<file path="config.mk">
export PLATFORM = sky130hd
export DESIGN_NAME = toggle_decoder
export DESIGN_NICKNAME = d
export VERILOG_FILES = /design/src/rtl/toggle_dec_pkg.sv /design/src/rtl/toggle_decoder_bit_sync.sv /design/src/rtl/toggle_decoder.sv
export SDC_FILE = /design/constraint.sdc
export NUM_CORES = 1
export LEC_CHECK = 0
export BUFFER_PORTS_ARGS = -buffer_cell sky130_fd_sc_hd__buf_4
export CORE_MARGIN = 2
export CORE_UTILIZATION = 35
export CTS_BUF_LIST = sky130_fd_sc_hd__clkbuf_2
export CTS_CLUSTER_DIAMETER = 80
export CTS_CLUSTER_SIZE = 25
export DETAILED_ROUTE_END_ITERATION = 8
export PLACE_DENSITY = 0.62
export REMOVE_ABC_BUFFERS = 1
export SLEW_MARGIN = 10
export SYNTH_ARGS = -nofsm -noshare
export SYNTH_HDL_FRONTEND = slang
export SYNTH_HIERARCHICAL = 1
export SYNTH_SLANG_ARGS = --single-unit
</file>
<file path="constraint.sdc">
create_clock -name clk -period 5 [get_ports clk]
set_input_delay 0.75 -clock clk [delete_from_list [all_inputs] [get_ports clk]]
set_output_delay 0.75 -clock clk [all_outputs]
set_load 0.02 [all_outputs]
</file>
<file path="src/rtl/toggle_dec_pkg.sv">
// Shared types and parameter limits for the toggle decoder.
// FSM state encoding lives here so the top and the bench agree on it.
package toggle_dec_pkg;

    typedef enum logic {
        IDLE  = 1'b0,
        CHECK = 1'b1
    } state_t;

    localparam int SYNC_DEF = 2;
    localparam int SYNC_MIN = 2;
    localparam int SYNC_MAX = 4;

    localparam int FILT_DEF = 3;
    localparam int FILT_MIN = 1;
    localparam int FILT_MAX = 15;

    localparam int CNTW_DEF = 8;
    localparam int CNTW_MIN = 2;
    localparam int CNTW_MAX = 16;

    localparam int FCNT_W = 4;

endpackage

</file>
<file path="src/rtl/toggle_decoder_bit_sync.sv">
// Multi-flop synchronizer for a single asynchronous bit.
// Synchronous active-low reset clears every stage.
module bit_sync #(
    parameter int STAGES = 2
) (
    input  logic clk,
    input  logic rstn,
    input  logic d,
    output logic q
);

    logic [STAGES-1:0] sync_q;

    always_ff @(posedge clk) begin
        if (!rstn) begin
            sync_q <= '0;
        end else begin
            sync_q <= {sync_q[STAGES-2:0], d};
        end
    end

    assign q = sync_q[STAGES-1];

endmodule

</file>
<file path="src/rtl/toggle_decoder.sv">
// Debounced toggle decoder: synchronizes a toggling level, filters it,
// and emits a strobe plus a saturating count per accepted change.
module toggle_decoder
    import toggle_dec_pkg::*;
#(
    parameter int SYNC_STAGES = SYNC_DEF,
    parameter int FILT_CYCLES = FILT_DEF,
    parameter int CNT_W       = CNTW_DEF
) (
    input  logic             clk,
    input  logic             rstn,
    input  logic             t_in,
    input  logic             clr_cnt,
    output logic             lvl_q,
    output logic             tgl_pulse,
    output logic [CNT_W-1:0] tgl_cnt,
    output logic             cnt_sat
);

    if (SYNC_STAGES < SYNC_MIN || SYNC_STAGES > SYNC_MAX) begin : g_bad_sync
        $error("toggle_decoder: SYNC_STAGES out of range 2..4");
    end
    if (FILT_CYCLES < FILT_MIN || FILT_CYCLES > FILT_MAX) begin : g_bad_filt
        $error("toggle_decoder: FILT_CYCLES out of range 1..15");
    end
    if (CNT_W < CNTW_MIN || CNT_W > CNTW_MAX) begin : g_bad_cntw
        $error("toggle_decoder: CNT_W out of range 2..16");
    end

    localparam bit              NO_FILT   = (FILT_CYCLES == 1);
    localparam logic [FCNT_W-1:0] FILT_LAST = FCNT_W'(FILT_CYCLES - 1);

    logic s;

    bit_sync #(
        .STAGES(SYNC_STAGES)
    ) u_sync (
        .clk (clk),
        .rstn(rstn),
        .d   (t_in),
        .q   (s)
    );

    state_t              state_q, state_d;
    logic [FCNT_W-1:0]   fcnt_q, fcnt_d;
    logic                pulse_q;
    logic [CNT_W-1:0]    cnt_q, cnt_d;
    logic                sat_q;
    logic                diff;
    logic                accept;

    assign diff = s ^ lvl_q;

    always_ff @(posedge clk) begin
        if (!rstn) begin
            state_q <= IDLE;
        end else begin
            state_q <= state_d;
        end
    end

    always_comb begin
        state_d = state_q;
        unique case (state_q)
            IDLE: begin
                if (diff && !NO_FILT) state_d = CHECK;
            end
            CHECK: begin
                if (!diff || fcnt_q == FILT_LAST) state_d = IDLE;
            end
            default: state_d = IDLE;
        endcase
    end

    // A strobe in the previous cycle blocks unfiltered re-acceptance,
    // so pulses are always separated by at least one idle sample.
    always_comb begin
        accept = 1'b0;
        fcnt_d = fcnt_q;
        unique case (state_q)
            IDLE: begin
                fcnt_d = (diff && !NO_FILT) ? FCNT_W'(1) : '0;
                accept = diff && NO_FILT && !pulse_q;
            end
            CHECK: begin
                if (!diff) begin
                    fcnt_d = '0;
                end else if (fcnt_q == FILT_LAST) begin
                    accept = 1'b1;
                    fcnt_d = '0;
                end else begin
                    fcnt_d = fcnt_q + FCNT_W'(1);
                end
            end
            default: begin
                accept = 1'b0;
                fcnt_d = '0;
            end
        endcase
    end

    always_comb begin
        cnt_d = cnt_q;
        if (clr_cnt) begin
            cnt_d = accept ? CNT_W'(1) : '0;
        end else if (accept && !(&cnt_q)) begin
            cnt_d = cnt_q + CNT_W'(1);
        end
    end

    always_ff @(posedge clk) begin
        if (!rstn) begin
            fcnt_q  <= '0;
            lvl_q   <= 1'b0;
            pulse_q <= 1'b0;
            cnt_q   <= '0;
            sat_q   <= 1'b0;
        end else begin
            fcnt_q  <= fcnt_d;
            lvl_q   <= lvl_q ^ accept;
            pulse_q <= accept;
            cnt_q   <= cnt_d;
            sat_q   <= &cnt_d;
        end
    end

    assign tgl_pulse = pulse_q;
    assign tgl_cnt   = cnt_q;
    assign cnt_sat   = sat_q;

endmodule

</file>
==> flow_summary.ini <==
[logic_synthesis]
synth_cell_types = 36
ys_seq_area_share_pct = 42.60
synth_top_area_share_pct = 42.60
async_flop_share_pct = 0
synthFlopType = dfxtp_1
yosysWarnings = 6
postSynthAreaPerCell_um2 = 9.503
synthCells = 89
yosysTopAreaCell = dfxtp_1
synth-seq-cells = 18
syn_area_um2 = 845.8
ys_top_cells_by_area = dfxtp_1 43%, ha_1 4.4%, nor2_1 3.6%, nand2_1 3.1%, xor2_1 3.1%
synth_edf_count = 0

[sta]
period_minus_slack_ns = 1.954
slew_headroom_pct = 72.58
slew_viol_final = 0
worst_pin_slew_ns = 0.4076
rsz0062_at_grt = no
finalSetupTns_ns = 0
setup_violations = 0
fmax_ghz = 0.5117
finClkSkew_ns = 0.001088
timing.hold.ws_ns = 0.4572
hold_viol_final = 0
period_share_pct = 39.08

[setup_path]
required_ns = 5.22
path_cells = inv_1 > ha_1 > nand4bb_1 > nor4_1 > o21ai_0 > nor4b_2
critical_path_class = register to register
cp_max_fo = 4
crit_family = simple AND/OR/NAND/NOR gates
rr_worst_depth = 6
crit_buf_inv = 1
critPathCaptureType = register
start_kind = register
reg2reg_to = cnt_sat
r2r-start = fcnt_q[0]
slowest_stage = nor4_1
rrSetupSlack_ns = 3.05
max_stage_delay_ns = 0.48
crit_arrival_ns = 2.17

[pwr]
powerDensity_nw_per_um2 = 214.8
cellLeakagePower_nw = 0.3486
power.share.clock_pct = 28.8
p_sw_mw = 0.05001
swShare_pct = 23.34
comb_power_share_pct = 3.3
seqPwrFrac_pct = 68.0
p_int_mw = 0.1642
irDropWorstVdd_mv = 0.1549

[layout]
drive_gt1_share_pct = 21.90
antenna_cells = 0
layout_common_cells = 18 x dfxtp_1, 14 x buf_4, 8 x nor2_1, 7 x nand2_1, 5 x nand3_1
area_growth_pct = 17.90
layout_commonest_cell = dfxtp_1
fin_nets = 114
fin_util_pct = 44.23
fill_cells = 243

[cts]
ctsResizeCount = 0
cts_tree = done
cts_buffers = 3
ctsHoldBuffers = 0
path_clk_slew_ns = 0.17
clk_path_buf_depth = 2
htree_levels = 1
clock_latency_ns = 0.29
cts_setup_buffers = 0
cts.sinks = 18
cts-root-buf = clkbuf_2

[routing]
first_pass_iters = 4
vias = 714
routedWlPerCell_um = 13.28
drtIter0Drc = 14
drc = 0
routed_wirelength_um = 1766
vias_per_cell = 5.368
postRouteAntennaNets = 0

[global_route]
grt_pass1_wl_um = 2877
grt_pass1_vias = 657
grt_max_degree = 11
grt_use_total_pct = 14.06
antenna_found_initial = 0
grt-ovfl-total = 0

[run]
max_cap_violations = 0

[die]
core_area_um2 = 2255
row_count = 17
dieArea_um2 = 2826
die_h_um = 53.16
ios = 15
start_util_pct = 37.51
die_width_um = 53.16

[min_path]
min_path_cells = 1
min_to = u_sync/sync_q[1]
min_from = u_sync/sync_q[0]
hold_path.class = register to register

[placed_design]
place_hpwl_um = 1367
io_buffer_count = 14
place.gp.congestion = 0.7748

[outcome]
status = finished clean
state kept, by name, summed over array words and instances, names as in the netlist:
register and count:
state_q 1, cnt_sat 1, tgl_cnt 8, fcnt_q 4, lvl_q 1, u_sync/sync_q 2, tgl_pulse 1
layout make-up:
cell class,instances,area (um2),area share [%]
sequential,18,360.3,36.14
timing repair buffer,14,105.1,10.54
inverter,3,11.26,1.129
clock buffer,3,15.01,1.506
tap,28,35.03,3.513
multi-input combinational,67,470.5,47.18
cells in the mapped netlist, types with 2 or more instances:
cell	number
xnor2_1	2
nand3_1	5
nor3_1	3
xor2_1	3
and2_1	2
nand2b_1	2
or3_1	2
inv_1	3
o21ai_0	4
dfxtp_1	18
a21oi_1	3
nand2_1	7
ha_1	3
nand4_1	2
nor2b_1	2
nor2_1	8
power by group through the flow:
stage / registers (mW) / clock network [mW] / logic [mW]
floorplan: 0.148 / 0 / 0.00349
global placement: 0.149 / 0 / 0.00702
detailed placement: 0.149 / 0 / 0.00724
CTS: 0.146 / 0.0635 / 0.00721
global route: 0.146 / 0.0690 / 0.00775
finish: 0.146 / 0.0616 / 0.00697
metrics by stage:
step | instance area, um2 | setup WS (ns) | total power, mW | std cells
after floorplan | 842.1 | 3.197 | 0.1520 | 88
after global placement | 982.2 | 3.120 | 0.1556 | 130
after detailed placement | 982.2 | 3.101 | 0.1559 | 130
after CTS | 997.2 | 3.069 | 0.2164 | 133
after global routing | 997.2 | 2.821 | 0.2225 | 133
final | 997.2 | 3.046 | 0.2142 | 133
layer usage:
metal	up-vias	wire length, um	GRT usage (%)
li1	355	-	-
met1	341	855	18.06
met2	14	826	21.25
met3	4	54	2.825
met4	0	31	8.974
met5	-	0	0
logic make-up after synthesis:
kind of cell	after synthesis	share of synthesized area [%]
and+or+nand+nor	41	28.25
DFF	18	42.60
AOI/OAI and AO/OA	15	13.17
xor gates and xnor gates	6	7.102
buffers and inverters	4	1.775
adders and majority gates	3	4.438
muxes	2	2.663
worst max-delay path by stage:
| stage | start | endpoint | cells past startpoint |
|---|---|---|---|
| after floorplan | tgl_cnt[0] | cnt_sat | 6 |
| after global placement | tgl_cnt[0] | cnt_sat | 6 |
| after detailed placement | fcnt_q[0] | cnt_sat | 6 |
| after CTS | fcnt_q[0] | cnt_sat | 6 |
| after global routing | fcnt_q[0] | cnt_sat | 6 |
| final | fcnt_q[0] | cnt_sat | 6 |
worst register-to-register path, stage by stage, from the launching register on:
cell	delay, ns
dfxtp_1	0.37
inv_1	0.07
ha_1	0.18
nand4bb_1	0.26
nor4_1	0.48
o21ai_0	0.19
nor4b_2	0.32
Power figures use the tool's default switching activity.
